File: config.mk
export PLATFORM = sky130hd
export DESIGN_NAME = ldo_power_sequencer
export DESIGN_NICKNAME = d
export VERILOG_FILES = /design/src/rtl/ldo_power_sequencer.sv
export SDC_FILE = /design/constraint.sdc
export NUM_CORES = 1
export LEC_CHECK = 0
export BUFFER_PORTS_ARGS = -buffer_cell sky130_fd_sc_hd__buf_2
export CAP_MARGIN = 5
export CORE_ASPECT_RATIO = 0.5
export CORE_UTILIZATION = 53
export CTS_BUF_LIST = sky130_fd_sc_hd__clkbuf_8
export DETAILED_ROUTE_END_ITERATION = 10
export HOLD_SLACK_MARGIN = 0.06
export PLACE_DENSITY = 0.78
export SLEW_MARGIN = 20
export SYNTH_ARGS = -nofsm -noshare
export SYNTH_HDL_FRONTEND = slang
export SYNTH_SLANG_ARGS = --single-unit
export TNS_END_PERCENT = 5
File: constraint.sdc
create_clock -name wb_clk_i -period 3.4 [get_ports wb_clk_i]
set_input_delay 0.68 -clock wb_clk_i [delete_from_list [all_inputs] [get_ports wb_clk_i]]
set_output_delay 0.68 -clock wb_clk_i [all_outputs]
set_load 0.01 [all_outputs]
File: src/rtl/ldo_power_sequencer.sv
// ldo_power_sequencer: Wishbone-controlled up/down sequencer for the user-area 1.8 V LDOs.
// Optional macro LDO_SEQ_IRQ_EN builds the fault interrupt (irq_o) and the CTRL.IE bit.
module ldo_power_sequencer #(
  parameter int          NUM_LDO  = 3,
  parameter logic [31:0] BASE_ADR = 32'h3000_0000,
  parameter int          DLY_W    = 16
) (
  input  logic               wb_clk_i,
  input  logic               wb_rst_i,
  input  logic               wbs_stb_i,
  input  logic               wbs_cyc_i,
  input  logic               wbs_we_i,
  input  logic [3:0]         wbs_sel_i,
  input  logic [31:0]        wbs_adr_i,
  input  logic [31:0]        wbs_dat_i,
  output logic               wbs_ack_o,
  output logic [31:0]        wbs_dat_o,
  input  logic [NUM_LDO-1:0] ldo_pg_i,
  output logic [NUM_LDO-1:0] ldo_en_o,
  output logic               irq_o
);
  localparam int IDX_W = (NUM_LDO > 1) ? $clog2(NUM_LDO) : 1;
  localparam logic [IDX_W-1:0] LAST_IDX = IDX_W'(NUM_LDO - 1);

  typedef enum logic [2:0] {
    S_OFF       = 3'd0,
    S_UP_PG     = 3'd1,
    S_UP_SETTLE = 3'd2,
    S_ON        = 3'd3,
    S_DN_SETTLE = 3'd4,
    S_FAULT     = 3'd5
  } state_e;

  state_e             state_q, state_d;
  logic [IDX_W-1:0]   idx_q, idx_d, idx_inc, idx_dec;
  logic [NUM_LDO-1:0] en_q, en_d;
  logic [DLY_W-1:0]   timer_q, timer_d, timer_sat;
  logic [DLY_W:0]     timer_inc;
  logic [DLY_W-1:0]   dly_eff;
  logic               fault_q, fault_d;
  logic               settle_done, tmo_done, busy;
  logic [NUM_LDO-1:0] pg_meta_q, pg_sync_q;

  logic               go_q, clr_q, ie;
  logic [DLY_W-1:0]   dly_q, tmo_q;
  logic               ack_q;
  logic [31:0]        dat_q;
  logic               adr_hit, acc, wr, ctrl_wr;
  logic [2:0]         reg_sel;
  logic [31:0]        wmask, dly_wr, tmo_wr, rdata, status;
  logic               unused_bits;

  // ---------------- Wishbone register file ----------------
  assign adr_hit = (wbs_adr_i[31:5] == BASE_ADR[31:5]);
  assign acc     = wbs_stb_i & wbs_cyc_i & ~ack_q & adr_hit;
  assign wr      = acc & wbs_we_i;
  assign reg_sel = wbs_adr_i[4:2];
  assign ctrl_wr = wr && (reg_sel == 3'd0) && wbs_sel_i[0];

  genvar gi;
  generate
    for (gi = 0; gi < 4; gi++) begin : g_wmask
      assign wmask[gi*8 +: 8] = {8{wbs_sel_i[gi]}};
    end
  endgenerate

  assign dly_wr      = (32'(dly_q) & ~wmask) | (wbs_dat_i & wmask);
  assign tmo_wr      = (32'(tmo_q) & ~wmask) | (wbs_dat_i & wmask);
  assign unused_bits = ^{wbs_adr_i[1:0], dly_wr, tmo_wr};

  assign busy = (state_q == S_UP_PG) || (state_q == S_UP_SETTLE) || (state_q == S_DN_SETTLE);

  always_comb begin
    status                = '0;
    status[NUM_LDO-1:0]   = en_q;
    status[8 +: NUM_LDO]  = pg_sync_q;
    status[16]            = busy;
    status[17]            = fault_q;
    status[20:18]         = state_q;
  end

  always_comb begin
    rdata = '0;
    case (reg_sel)
      3'd0:    rdata = {29'd0, ie, 1'b0, go_q};
      3'd1:    rdata = 32'(dly_q);
      3'd2:    rdata = 32'(tmo_q);
      3'd3:    rdata = status;
      default: rdata = '0;
    endcase
  end

  always_ff @(posedge wb_clk_i or posedge wb_rst_i) begin
    if (wb_rst_i) begin
      ack_q <= 1'b0;
      dat_q <= '0;
      go_q  <= 1'b0;
      clr_q <= 1'b0;
      dly_q <= DLY_W'(16'h0100);
      tmo_q <= DLY_W'(16'h1000);
    end else begin
      ack_q <= acc;
      dat_q <= (acc && !wbs_we_i) ? rdata : '0;
      clr_q <= ctrl_wr & wbs_dat_i[1];
      if (ctrl_wr) go_q <= wbs_dat_i[0];
      if (wr && reg_sel == 3'd1) dly_q <= dly_wr[DLY_W-1:0];
      if (wr && reg_sel == 3'd2) tmo_q <= tmo_wr[DLY_W-1:0];
    end
  end

`ifdef LDO_SEQ_IRQ_EN
  logic ie_q, irq_q;
  always_ff @(posedge wb_clk_i or posedge wb_rst_i) begin
    if (wb_rst_i) begin
      ie_q  <= 1'b0;
      irq_q <= 1'b0;
    end else begin
      if (ctrl_wr) ie_q <= wbs_dat_i[2];
      irq_q <= fault_d & ie_q;
    end
  end
  assign ie    = ie_q;
  assign irq_o = irq_q;
`else
  assign ie    = 1'b0;
  assign irq_o = 1'b0;
`endif

  // ---------------- Power-good synchronizer ----------------
  always_ff @(posedge wb_clk_i or posedge wb_rst_i) begin
    if (wb_rst_i) begin
      pg_meta_q <= '0;
      pg_sync_q <= '0;
    end else begin
      pg_meta_q <= ldo_pg_i;
      pg_sync_q <= pg_meta_q;
    end
  end

  // ---------------- Sequencer FSM ----------------
  // The timer counts cycles since the last step edge; it saturates instead of wrapping.
  assign dly_eff     = (dly_q == '0) ? DLY_W'(1) : dly_q;
  assign timer_inc   = {1'b0, timer_q} + (DLY_W+1)'(1);
  assign timer_sat   = (&timer_q) ? timer_q : timer_inc[DLY_W-1:0];
  assign settle_done = (timer_inc >= {1'b0, dly_eff});
  assign tmo_done    = (tmo_q != '0) && (timer_inc >= {1'b0, tmo_q});
  assign idx_inc     = idx_q + IDX_W'(1);
  assign idx_dec     = idx_q - IDX_W'(1);

  always_comb begin
    state_d = state_q;
    idx_d   = idx_q;
    en_d    = en_q;
    fault_d = fault_q;
    timer_d = timer_sat;
    case (state_q)
      S_OFF: begin
        en_d = '0;
        if (go_q && !fault_q) begin
          en_d[0] = 1'b1;
          idx_d   = '0;
          timer_d = '0;
          state_d = S_UP_PG;
        end
      end
      S_UP_PG: begin
        if (!go_q) begin
          en_d[idx_q] = 1'b0;
          timer_d     = '0;
          state_d     = S_DN_SETTLE;
        end else if (pg_sync_q[idx_q]) begin
          timer_d = '0;
          state_d = S_UP_SETTLE;
        end else if (tmo_done) begin
          en_d    = '0;
          fault_d = 1'b1;
          state_d = S_FAULT;
        end
      end
      S_UP_SETTLE: begin
        if (!go_q) begin
          en_d[idx_q] = 1'b0;
          timer_d     = '0;
          state_d     = S_DN_SETTLE;
        end else if (settle_done) begin
          timer_d = '0;
          if (idx_q == LAST_IDX) begin
            state_d = S_ON;
          end else begin
            idx_d         = idx_inc;
            en_d[idx_inc] = 1'b1;
            state_d       = S_UP_PG;
          end
        end
      end
      S_ON: begin
        if (|(en_q & ~pg_sync_q)) begin
          en_d    = '0;
          fault_d = 1'b1;
          state_d = S_FAULT;
        end else if (!go_q) begin
          en_d[idx_q] = 1'b0;
          timer_d     = '0;
          state_d     = S_DN_SETTLE;
        end
      end
      S_DN_SETTLE: begin
        if (settle_done) begin
          timer_d = '0;
          if (idx_q == '0) begin
            state_d = S_OFF;
          end else begin
            idx_d         = idx_dec;
            en_d[idx_dec] = 1'b0;
          end
        end
      end
      S_FAULT: begin
        en_d = '0;
        if (clr_q && !go_q) begin
          fault_d = 1'b0;
          idx_d   = '0;
          timer_d = '0;
          state_d = S_OFF;
        end
      end
      default: begin
        en_d    = '0;
        state_d = S_OFF;
      end
    endcase
  end

  always_ff @(posedge wb_clk_i or posedge wb_rst_i) begin
    if (wb_rst_i) begin
      state_q <= S_OFF;
      idx_q   <= '0;
      en_q    <= '0;
      timer_q <= '0;
      fault_q <= 1'b0;
    end else begin
      state_q <= state_d;
      idx_q   <= idx_d;
      en_q    <= en_d;
      timer_q <= timer_d;
      fault_q <= fault_d;
    end
  end

  assign ldo_en_o  = en_q;
  assign wbs_ack_o = ack_q;
  assign wbs_dat_o = dat_q;

endmodule

Word-level counts from Yosys, hierarchy flattened

Index checks and enable logic that the tools add are counted.

Bits of input ports: 76
Output and inout port bits: 37
Logic and storage cells: 160
Bits in registers: 98

$lt $le $gt $ge: 8
Bitwise gates (word level): 19
Multiplexer cells: 60
Add/subtract/negate cells: 3
Equality and inequality tests: 28
Reductions and logical operators: 29

Operators with widths:

| kind                                                   | number |
|---|---|
| 2-to-1 mux 16 bit                                      | 10 |
| case mux 16 bit (6 select lines)                       | 1 |
| case mux 21 bit (4 select lines)                       | 1 |
| 2-to-1 mux 3 bit                                       | 21 |
| AND 16 bit                                             | 3 |
| greater-or-equal comparator 17 x 16 -> 1 bit           | 2 |
| 2-to-1 mux 32 bit                                      | 1 |
| OR 16 bit                                              | 2 |
| equality test 27 x 25 -> 1 bit (second input constant) | 1 |
| != test 2 bit (second input constant)                  | 11 |
| case mux 3 bit (6 select lines)                        | 1 |
| adder 16 x 1 -> 17 bit (second input constant)         | 1 |
| zero test 16 bit                                       | 1 |
| 2-to-1 mux 2 bit                                       | 8 |
| inverter 16 bit                                        | 1 |
| AND reduction 16 bit                                   | 1 |
| nonzero test 16 bit                                    | 1 |
| != test 3 bit (second input constant)                  | 5 |
| case mux 3 bit (5 select lines)                        | 1 |
| AND reduction 7 bit                                    | 2 |
| equality test 3 x 2 -> 1 bit (second input constant)   | 4 |
| logical AND 1 bit                                      | 11 |
| 2-to-1 mux 1 bit                                       | 10 |
| AND 3 bit                                              | 3 |
| 26 further kinds                                       | 44 |

Depth between registers and ports, before layout

Depth after elaboration: 10
Mapped depth: 16
Gate-level depth less buffers: 16

Worst setup path before layout

OpenSTA, ideal clock, no wires.

Kind: register -> register
From: register timer_q[0]
To: register state_q[0]
Stages on the path, launching flop included: 15
Data arrival time: 2.962 ns
Setup time: 0.124 ns
Required time: 3.276 ns
Setup slack: 0.315 ns
Period minus slack after synthesis: 3.085 ns
Path buffers: 0
Cells stage by stage: dfrtp_1 ha_1 nand4_1 nor3_1 and3_1 xor2_1 ha_1 a211oi_1 o21ai_0 o22ai_1 o311ai_0 or2_1 a31o_2 and3_1 a211o_1

Longest elaborated chain between the ends: 5
Elaborated cells on any way between the ends: 8
Those cells by class: add/sub (1); order compare (2); eq/ne (3); reduce/logical (2)

Ends and longest elaborated chain:

| element                                      | line | source |
|---|---|---|
| start, declared                              | 37   | `logic [DLY_W-1:0] timer_q, timer_d, timer_sat;` |
| start signal, assigned                       | 245  | `timer_q <= timer_d;` |
| adder 16 x 1 -> 17 bit *                     | 143  | `assign timer_inc = {1'b0, timer_q} + (DLY_W+1)'(1);` |
| greater-or-equal comparator 17 x 16 -> 1 bit | 146  | `assign tmo_done = (tmo_q != '0) && (timer_inc >= {1'b0, tmo_q});` |
| logical AND 1 bit                            | 146  |  |
| != test 4 x 3 -> 1 bit (no source line)      | --   |  |
| AND reduction 7 bit (no source line) *       | --   |  |
| end signal, assigned                         | 242  | `state_q <= state_d;` |
| end, declared                                | 34   | `state_e state_q, state_d;` |

Mark *: on every way between the ends. The rest lies on a longest branch, timed or not.
A chain may end at the register's enable or synchronous reset.

Worst setup path in the final report

Ends and elaborated chain as after synthesis.

==> flow_summary.ini <==
[logic_synthesis]
ys_seq_area_frac = 0.426
synth_edf_count = 0
synthTopCellsByArea = dfrtp_1 (42%), ha_1 (9.0%), mux2_2 (7.0%)
syn_inst = 531
synth-main-ff-cell = dfrtp_1
synthArstFlopShare = 1.00
ys_ff_latch = 87
syn_area_um2 = 5120
synth_largest_area_cell = dfrtp_1
synth_warnings = 0
avgSynthCellArea_um2 = 9.64
synth_top_area_frac = 0.416
synth_cell_types = 60

[sta]
timing.final.crit_share = 0.974
fmax_ghz = 0.302
relSlewSlack = 0.475
setup_viol = 0
holdWs_ns = 0.356
hold_violations = 0
skew_ns = 0.00852
tightestPinTransition_ns = 0.788
fin_crit_ns = 3.31
maxSlewViolCount = 0

[power_and_ir_drop]
peakVddDrop_uv = 238
finalPower_uw = 3190
powerDensity_nw_per_um2 = 521
power_leakage_uw = 0.00302

[global_routing]
grt_pass1_wl_mm = 20.9
antenna_found_initial = 0
grt_pass1_vias = 4213
track_usage = 0.270
grt_overflow_total = 0
grt_max_degree = 65

[run_status]
status = completed

[setup_path]
critPathLaunchType = flop
path_max_fanout = 4
cp-end-kind = flop
critPathKind = flop to flop
worstPathRequired_ns = 3.66
crit_arrival_ns = 3.57

[placed_design]
io_buffers = 80
place_congestion = 0.874
dp_cells = 750
dpl.hpwl_mm = 9.69

[cts]
worstSkewPairLatency_ns = 0.37
cts_root_buffer = clkbuf_8
clk_pin_slew_worst_paths_ns = 0.08
hold_buffers = 0
htree_levels = 3
cts_num_sinks = 87
cts_tree = built
cts_buffers = 9
cts_buffer_depth = 2

[floorplanning]
die_area_um2 = 10100
rows = 24
die_y_um = 71.5
ios = 113
initial_utilization = 0.566
die_w_um = 141
core_um2 = 9040

[route]
dr.max_layer_used = met4
wl_mm = 13.0
wl_met2_mm = 6.16
drt_first_iter_violations = 344
wl_met1_mm = 5.77
ant_nets = 0
firstDrtPassIters = 7
via_per_inst = 5.65
met3_length_um = 872
via_count = 4358
drc = 0
wire_per_inst_um = 16.9

[min_path]
hp-class = flop to flop

[flow_run]
cap_violations = 0

[layout]
area_growth_pct = 19.5
num-nets-final = 749
seq_area_um2 = 2180
final_cells = 771
multi_input_area_um2 = 2730
diodes = 0
n_fill_cell = 720
drive_gt1_frac = 0.296
==> routing by layer <==
metal / global-route usage / vias up
met4: 0.0749 / 0
met5: 0 / -
met1: 0.369 / 2087
li1: - / 2075
met2: 0.436 / 170
met3: 0.0648 / 26
==> where the power goes <==
group	internal [uW]	leakage [uW]	switching (uW)
Sequential	1090	0.00118	122
Combinational	543	0.00172	681
Clock	395	0.000114	359
Total	2030	0.00302	1160
==> synth_stat cells, drive strengths merged (4+ instances only) <==
cell	instances
dfrtp	85
nor2	56
inv	43
ha	37
mux2	32
nand2	29
o21ai	24
a21oi	21
buf	18
a22oi	17
nand3	17
nor2b	16
clkbuf	13
nor3	13
nand4	12
nor4	12
xor2	8
a211oi	7
xnor2	7
and3	6
a31oi	5
nand2b	5
mux2i	4
o22ai	4
==> layout make-up <==
| type | count | share of cell area |
|---|---|---|
| Tap cell | 130 | 0.0266 |
| Inverter | 44 | 0.0274 |
| Multi-Input combinational cell | 380 | 0.446 |
| Clock buffer | 12 | 0.0270 |
| Clock inverter | 4 | 0.00716 |
| Sequential cell | 87 | 0.356 |
| Timing Repair Buffer | 114 | 0.109 |
==> path summary, 6_finish.rpt <==
check | cells past startpoint | end | start | slack [ns]
worst max-delay path | 15 | state_q[0] | timer_q[0] | 0.09
worst min-delay path | 0 | pg_sync_q[0] | pg_meta_q[0] | 0.36
worst max register to register | 15 | state_q[0] | timer_q[0] | 0.09
worst min register to register | 0 | pg_sync_q[0] | pg_meta_q[0] | 0.36
max in group asynchronous | 3 | timer_q[5] | wb_rst_i | 2.26
min in group asynchronous | 2 | wbs_dat_o[3] | wb_rst_i | 0.46
==> layout by cell type (no fill, tap or decap), types with 3 or more instances in the layout <==
| cell type | netlist | routed |
|---|---|---|
| nor2b_1 | 16 | 16 |
| inv_1 | 43 | 42 |
| xnor2_1 | 7 | 6 |
| nor3_1 | 13 | 11 |
| a21oi_1 | 21 | 21 |
| buf_4 | 12 | 33 |
| nand2_1 | 28 | 28 |
| nor4_1 | 12 | 12 |
| o31ai_1 | 3 | 3 |
| nand3_1 | 17 | 15 |
| dfrtp_1 | 85 | 85 |
| nand2b_1 | 5 | 5 |
| a31oi_1 | 5 | 5 |
| a22oi_1 | 16 | 16 |
| nor2_1 | 56 | 53 |
| a211oi_1 | 6 | 6 |
| buf_2 | 4 | 80 |
| xor2_1 | 8 | 6 |
| o21ai_0 | 24 | 22 |
| nand4_1 | 12 | 12 |
| o22ai_1 | 4 | 4 |
| and2_1 | 3 | 3 |
| mux2_2 | 32 | 32 |
| ha_1 | 37 | 35 |
| conb_1 | 1 | 12 |
| and3_1 | 6 | 4 |
| clkbuf_8 | 0 | 12 |
| mux2i_1 | 4 | 4 |
==> through the flow <==
stage                     setup TNS, ns  setup WS [ns]  instance area, um2  utilization
after floorplan                       0          0.315                5160            -
after global placement                0         0.0601                5780        0.639
after detailed placement         -0.110        -0.0502                5780        0.639
after CTS                             0       0.000423                6010        0.665
after global routing             -0.154        -0.0673                6120        0.677
final                                 0         0.0900                6120        0.677
==> worst max-delay path, cell delays in order (launching register included) <==
cell and delay (ns):
dfrtp_1 0.41, ha_2 0.23, nand4_1 0.15, nor3_2 0.20
and3_4 0.23, xor2_2 0.08, ha_1 0.23, a211oi_1 0.24
o21ai_1 0.11, o22ai_1 0.18, o311ai_1 0.14, buf_4 0.18
or2_4 0.24, a31o_2 0.23, and3_1 0.16, a211o_1 0.22
==> kinds of logic (layout without fill, tap and decap cells) <==
family / after synthesis / after routing / share of synthesized area
adder cells (fa/ha/maj): 37 / 37 / 0.0904
buffers and inverters: 75 / 174 / 0.0665
AO/OA/AOI/OAI: 101 / 101 / 0.135
flip-flops: 87 / 87 / 0.426
XOR/XNOR: 15 / 15 / 0.0257
other: 1 / 12 / 0.000733
AND/OR/NAND/NOR: 178 / 178 / 0.173
multiplexers: 37 / 37 / 0.0826
==> what timing repair did <==
item | in CTS | in global routing
resized for setup | 3 | 18
endpoints found under the setup margin | 4 | 25
pin swaps | 1 | 5
buffers inserted | 2 | 3
endpoints found under the hold margin | 0 | 0
Note: power is estimated with default switching activity, not from simulation.
